[src/rtl/spi_pkg.sv]
// Shared types and helpers for the SPI counter-link receiver.
package spi_pkg;

  localparam int CNT_W  = 14;
  localparam int HI_TAG = 7;

  typedef logic [7:0] byte_t;

  typedef enum logic {
    EXPECT_HI,
    EXPECT_LO
  } pair_state_e;

  function automatic logic [CNT_W-1:0] pair_value(input logic [6:0] hi, input logic [6:0] lo);
    return {hi, lo};
  endfunction

endpackage

[src/rtl/spi_sync_edge.sv]
// Multi-flop synchronizer with a registered delay tap for rise/fall detection.
module spi_sync_edge #(
  parameter int   STAGES = 2,
  parameter logic INIT   = 1'b0
) (
  input  logic clk,
  input  logic reset,
  input  logic din,
  output logic dout,
  output logic rise,
  output logic fall
);

  logic [STAGES-1:0] sync_p;
  logic              prev;

  always_ff @(posedge clk or posedge reset) begin
    if (reset) begin
      sync_p <= {STAGES{INIT}};
      prev   <= INIT;
    end else begin
      sync_p <= {sync_p[STAGES-2:0], din};
      prev   <= sync_p[STAGES-1];
    end
  end

  assign dout = sync_p[STAGES-1];
  assign rise = dout & ~prev;
  assign fall = ~dout & prev;

endmodule

[src/rtl/spi_slave_rx_decoder.sv]
// SPI mode-0 slave: receives tagged hi/lo byte pairs into a 0..CNT_MAX counter value
// and returns a status byte on miso.
module spi_slave_rx_decoder
  import spi_pkg::*;
#(
  parameter int SYNC_STAGES = 2,
  parameter int CNT_MAX     = 9999
) (
  input  logic             clk,
  input  logic             reset,
  input  logic             sclk,
  input  logic             mosi,
  input  logic             ss_n,
  output logic             miso,
  input  logic [7:0]       tx_data,
  output logic [7:0]       rx_data,
  output logic             rx_valid,
  output logic [CNT_W-1:0] counter,
  output logic             counter_valid,
  output logic             frame_err
);

  localparam logic [CNT_W-1:0] CNT_LIMIT = CNT_W'(CNT_MAX);

  logic sclk_s, sclk_rise, sclk_fall;
  logic ss_s, ss_rise, ss_fall;
  logic mosi_s, mosi_rise_unused, mosi_fall_unused;

  spi_sync_edge #(.STAGES(SYNC_STAGES), .INIT(1'b0)) u_sclk (
    .clk(clk), .reset(reset), .din(sclk), .dout(sclk_s), .rise(sclk_rise), .fall(sclk_fall)
  );
  spi_sync_edge #(.STAGES(SYNC_STAGES), .INIT(1'b1)) u_ss (
    .clk(clk), .reset(reset), .din(ss_n), .dout(ss_s), .rise(ss_rise), .fall(ss_fall)
  );
  spi_sync_edge #(.STAGES(SYNC_STAGES), .INIT(1'b0)) u_mosi (
    .clk(clk), .reset(reset), .din(mosi), .dout(mosi_s),
    .rise(mosi_rise_unused), .fall(mosi_fall_unused)
  );

  function automatic logic in_range(input logic [CNT_W-1:0] v);
    return v <= CNT_LIMIT;
  endfunction

  logic [6:0]  shift_reg;
  logic [2:0]  bit_cnt, bit_cnt_next;
  byte_t       tx_shift;
  logic        tx_active;
  logic        shift_en, partial_err;

  // An ss_n rise in the same cycle as the 8th sclk rise still counts that bit,
  // so a byte closing exactly at frame end completes without error.
  assign shift_en     = sclk_rise & (~ss_s | ss_rise);
  assign bit_cnt_next = shift_en ? bit_cnt + 3'd1 : bit_cnt;
  assign partial_err  = ss_rise & (bit_cnt_next != 3'd0);
  assign miso         = tx_active & tx_shift[HI_TAG];

  // ---- bit engine and TX shifter ----
  always_ff @(posedge clk or posedge reset) begin
    if (reset) begin
      shift_reg <= '0;
      bit_cnt   <= '0;
      rx_data   <= '0;
      rx_valid  <= 1'b0;
      tx_shift  <= '0;
      tx_active <= 1'b0;
    end else begin
      rx_valid <= 1'b0;
      if (shift_en) begin
        shift_reg <= {shift_reg[5:0], mosi_s};
        if (bit_cnt == 3'd7) begin
          rx_data  <= {shift_reg, mosi_s};
          rx_valid <= 1'b1;
        end
      end
      bit_cnt <= (ss_fall | ss_rise) ? 3'd0 : bit_cnt_next;

      if (ss_fall) begin
        tx_shift  <= tx_data;
        tx_active <= 1'b1;
      end else if (ss_rise) begin
        tx_active <= 1'b0;
      end else if (sclk_fall && tx_active) begin
        tx_shift <= {tx_shift[6:0], 1'b0};
      end
    end
  end

  pair_state_e      state;
  logic [6:0]       hi;
  logic [CNT_W-1:0] value;

  assign value = pair_value(hi, rx_data[6:0]);

  // ---- pair FSM and range check ----
  always_ff @(posedge clk or posedge reset) begin
    if (reset) begin
      state         <= EXPECT_HI;
      hi            <= '0;
      counter       <= '0;
      counter_valid <= 1'b0;
      frame_err     <= 1'b0;
    end else begin
      counter_valid <= 1'b0;
      frame_err     <= partial_err;
      if (rx_valid) begin
        case (state)
          EXPECT_HI: begin
            if (rx_data[HI_TAG]) begin
              hi    <= rx_data[6:0];
              state <= EXPECT_LO;
            end else begin
              frame_err <= 1'b1;
            end
          end
          EXPECT_LO: begin
            if (!rx_data[HI_TAG]) begin
              if (in_range(value)) begin
                counter       <= value;
                counter_valid <= 1'b1;
              end else begin
                frame_err <= 1'b1;
              end
              state <= EXPECT_HI;
            end else begin
              frame_err <= 1'b1;
              hi        <= rx_data[6:0];
            end
          end
          default: state <= EXPECT_HI;
        endcase
      end
    end
  end

endmodule

[config.mk]
export PLATFORM = sky130hd
export DESIGN_NAME = spi_slave_rx_decoder
export DESIGN_NICKNAME = d
export VERILOG_FILES = /design/src/rtl/spi_pkg.sv /design/src/rtl/spi_sync_edge.sv /design/src/rtl/spi_slave_rx_decoder.sv
export SDC_FILE = /design/constraint.sdc
export NUM_CORES = 1
export LEC_CHECK = 0
export CORE_MARGIN = 4
export CORE_UTILIZATION = 40
export CTS_CLUSTER_SIZE = 12
export DETAILED_ROUTE_END_ITERATION = 8
export GPL_ROUTABILITY_DRIVEN = 0
export PLACE_DENSITY_LB_ADDON = 0.05
export RECOVER_POWER = 100
export SYNTH_ARGS = -nofsm -noshare
export SYNTH_HDL_FRONTEND = slang
export SYNTH_SLANG_ARGS = --single-unit
[constraint.sdc]
create_clock -name clk -period 1.7 [get_ports clk]
set_clock_uncertainty 0.15 [all_clocks]
set_input_delay 0.255 -clock clk [delete_from_list [all_inputs] [get_ports clk]]
set_output_delay 0.255 -clock clk [all_outputs]
set_load 0.02 [all_outputs]
==> run metrics <==
status complete, but fails checks; failing checks setup timing; delay-heaviest family, CP flip-flops; biggest regs counter (14), rx_data (8), tx_shift (8); Most flops, register counter; Hold Crit Class reg2reg; Slowest Stage Delay on Critical Path 0.43 ns; # fillers 500; largest net degree at the start of global routing 24; Clock transition at path regs 0.07 ns; CTS Hold Bufs 0; number of flops mapped to enable cells by yosys 0; diode count 0; total core area 5608 µm²; post-synthesis sequential area ratio 63.82%; syn nets 188; hpwl dp 3141 µm; TritonCTS buffer count 9; H-Tree Depth 3; WP data required 1.76 ns; io pins 39; CTS root buffer clkbuf_8; vias in the first global route ~1,500; mean post-synth cell area 13.87 µm²; Crit Path Max Fanout 13; IO Port Bufs 38; Seq cells post-synth 60; die area 7189 µm²; Worst setup EP type flip-flop; first-pass GRT wire length approximately 7700 µm; crit path buf inv count 1; Residual DRC 0; Final Max Slew Viols 0; Routed WL 4436 µm; clock buffer depth 2; crit share post-route 101.3%; Post-Syn Area 2359 µm²; max FFs per register 14; wire length per cell about 14 µm; Area contributors post-synth dfrtp_1 (60%), mux2_2 (12%), mux2i_1 (3.8%), dfstp_2 (3.3%), mux2_1 (3.3%); DR iter-0 viols 64; final hold viol count 0; worst-margin pin slew 0.7373 ns; placed cell area 2962 µm²; Post-synth top cells dfrtp_1 (57), mux2_2 (25), nor2_1 (11); share of the synthesized area in the top cell type 60.48%; fin crit period 1.722 ns; share of layout cells above drive strength 1 28.63%; VDD IR-drop max 0.5590 mV; Warnings, synthesis 0; slowest CP cell dfrtp_2; CP cell instances nor4_4, o21ai_2, a21oi_4, buf_12, mux2_1; DR vias ~1,500; design area approximately 3100 µm²; Area Growth Syn to Fin 32.94%; initial antenna violation count 0; Finished Core Util 55.91%; worst hold slack 0.2028 ns; largest area contributor in the netlist dfrtp_1; crit path kind reg2reg; Die H 84.79 µm; Max Clk Rate around 0.58 GHz; Die X 84.79 µm; Yosys cell types 28; total design power 0.003156 W; leakage power 1.544 nW; row count 27; most common cell in the netlist dfrtp_1; Sink Count 60; grt total ovfl 0; critical path startpoint category flip-flop; Detail Route Antenna Nets 0; CTS tree yes; pwr dens 1007 nW/µm²; 1st-pass router iterations 4; RSZ-0062 raised after global routing true; Gate Count Post-Synth 170; fraction of registers with async set/reset 100.0%; Critical Path AT 1.78 ns; setup ws final -0.02220 ns; Via density 4.830; clk_lat worst skew 0.33 ns; setup TNS -0.1531 ns; Max Cap Violations 0; All-Layer GR Usage 13.73%; Setup violations, final 11; slew margin rel. approximately 50%; layout net count between 200 and 250; Initial Utilization 42.06%; Main synth FF type dfrtp_1
-- worst paths after layout --
kind | from | endpoint | slack [ns] | cells past startpoint
setup / recovery | rx_data[5] | counter[6] | -0.02 | 5
hold / removal | u_sclk.sync_p[0] | u_sclk.sync_p[1] | 0.20 | 0
setup reg to reg | rx_data[5] | counter[6] | -0.02 | 5
hold reg to reg | u_sclk.sync_p[0] | u_sclk.sync_p[1] | 0.20 | 0
max in group asynchronous | reset | rx_data[4] | 0.29 | 3
min in group asynchronous | reset | tx_shift[2] | 0.32 | 2
-- power by group --
group          total (W)  leakage (nW)  switching [W]  internal (W)
Clock            0.00121        0.0910       0.000546      0.000667
Combinational   0.000293         0.682       0.000129      0.000165
Sequential       0.00165         0.770      0.0000847       0.00157
Total            0.00316          1.54       0.000759       0.00240
-- cells by family after synthesis --
logic type / Yosys count / synth area share, %
simple gates: 28 / 5.729
flops: 60 / 63.82
compound gates: 21 / 5.465
xor+xnor: 1 / 0.3714
fa+ha+maj: 5 / 2.653
mux: 41 / 19.10
buf+inv: 14 / 2.865
-- placed cells by master, fill, tap and decap left out, types with 3 or more instances in the layout --
| master | netlist | routed |
|---|---|---|
| a21oi_1 | 8 | 7 |
| buf_4 | 1 | 5 |
| clkbuf_1 | 0 | 6 |
| clkbuf_4 | 0 | 3 |
| clkbuf_8 | 0 | 9 |
| clkdlybuf4s50_1 | 0 | 9 |
| clkinv_2 | 0 | 3 |
| clkinvlp_4 | 0 | 3 |
| dfrtp_1 | 57 | 55 |
| dlygate4sd2_1 | 0 | 21 |
| dlygate4sd3_1 | 0 | 4 |
| ha_1 | 5 | 5 |
| inv_1 | 9 | 8 |
| mux2_1 | 7 | 7 |
| mux2_2 | 25 | 25 |
| mux2i_1 | 9 | 9 |
| nand2_1 | 6 | 6 |
| nor2_1 | 11 | 9 |
| o21ai_0 | 6 | 6 |
-- per-layer routing --
layer,wire length (µm),track usage [%],vias up
met1,1946,17.72,721
met3,207,3.140,8
met4,76,8.201,0
met2,2205,21.00,32
li1,-,-,717
met5,0,0,-
-- area by class of cell --
class / instances / area, µm² / share of cell area, %
clock buffer: 9 / 123.9 / 3.951
sequential: 60 / 1508 / 48.08
clock inverter: 7 / 67.56 / 2.155
multi-input combinational: 96 / 849.6 / 27.09
tap: 72 / 90.09 / 2.873
inverter: 9 / 35.03 / 1.117
timing repair buffer: 53 / 461.7 / 14.72
-- metrics by stage --
step	cells	setup WS [ns]
after global placement	289	-0.009095
final	306	-0.02220
after CTS	306	-0.01349
after global routing	306	-0.09484
after floorplan	170	-0.1122
after detailed placement	289	-0.08205
-- what timing repair did --
item / 4_1_cts / 5_1_grt
endpoints found under the setup margin: 32 / 28
gates cloned: 0 / 0
resized for setup: 24 / 12
setup buffers: 1 / 1
pin swaps: 0 / 2
(Power assumes the default switching activity.)
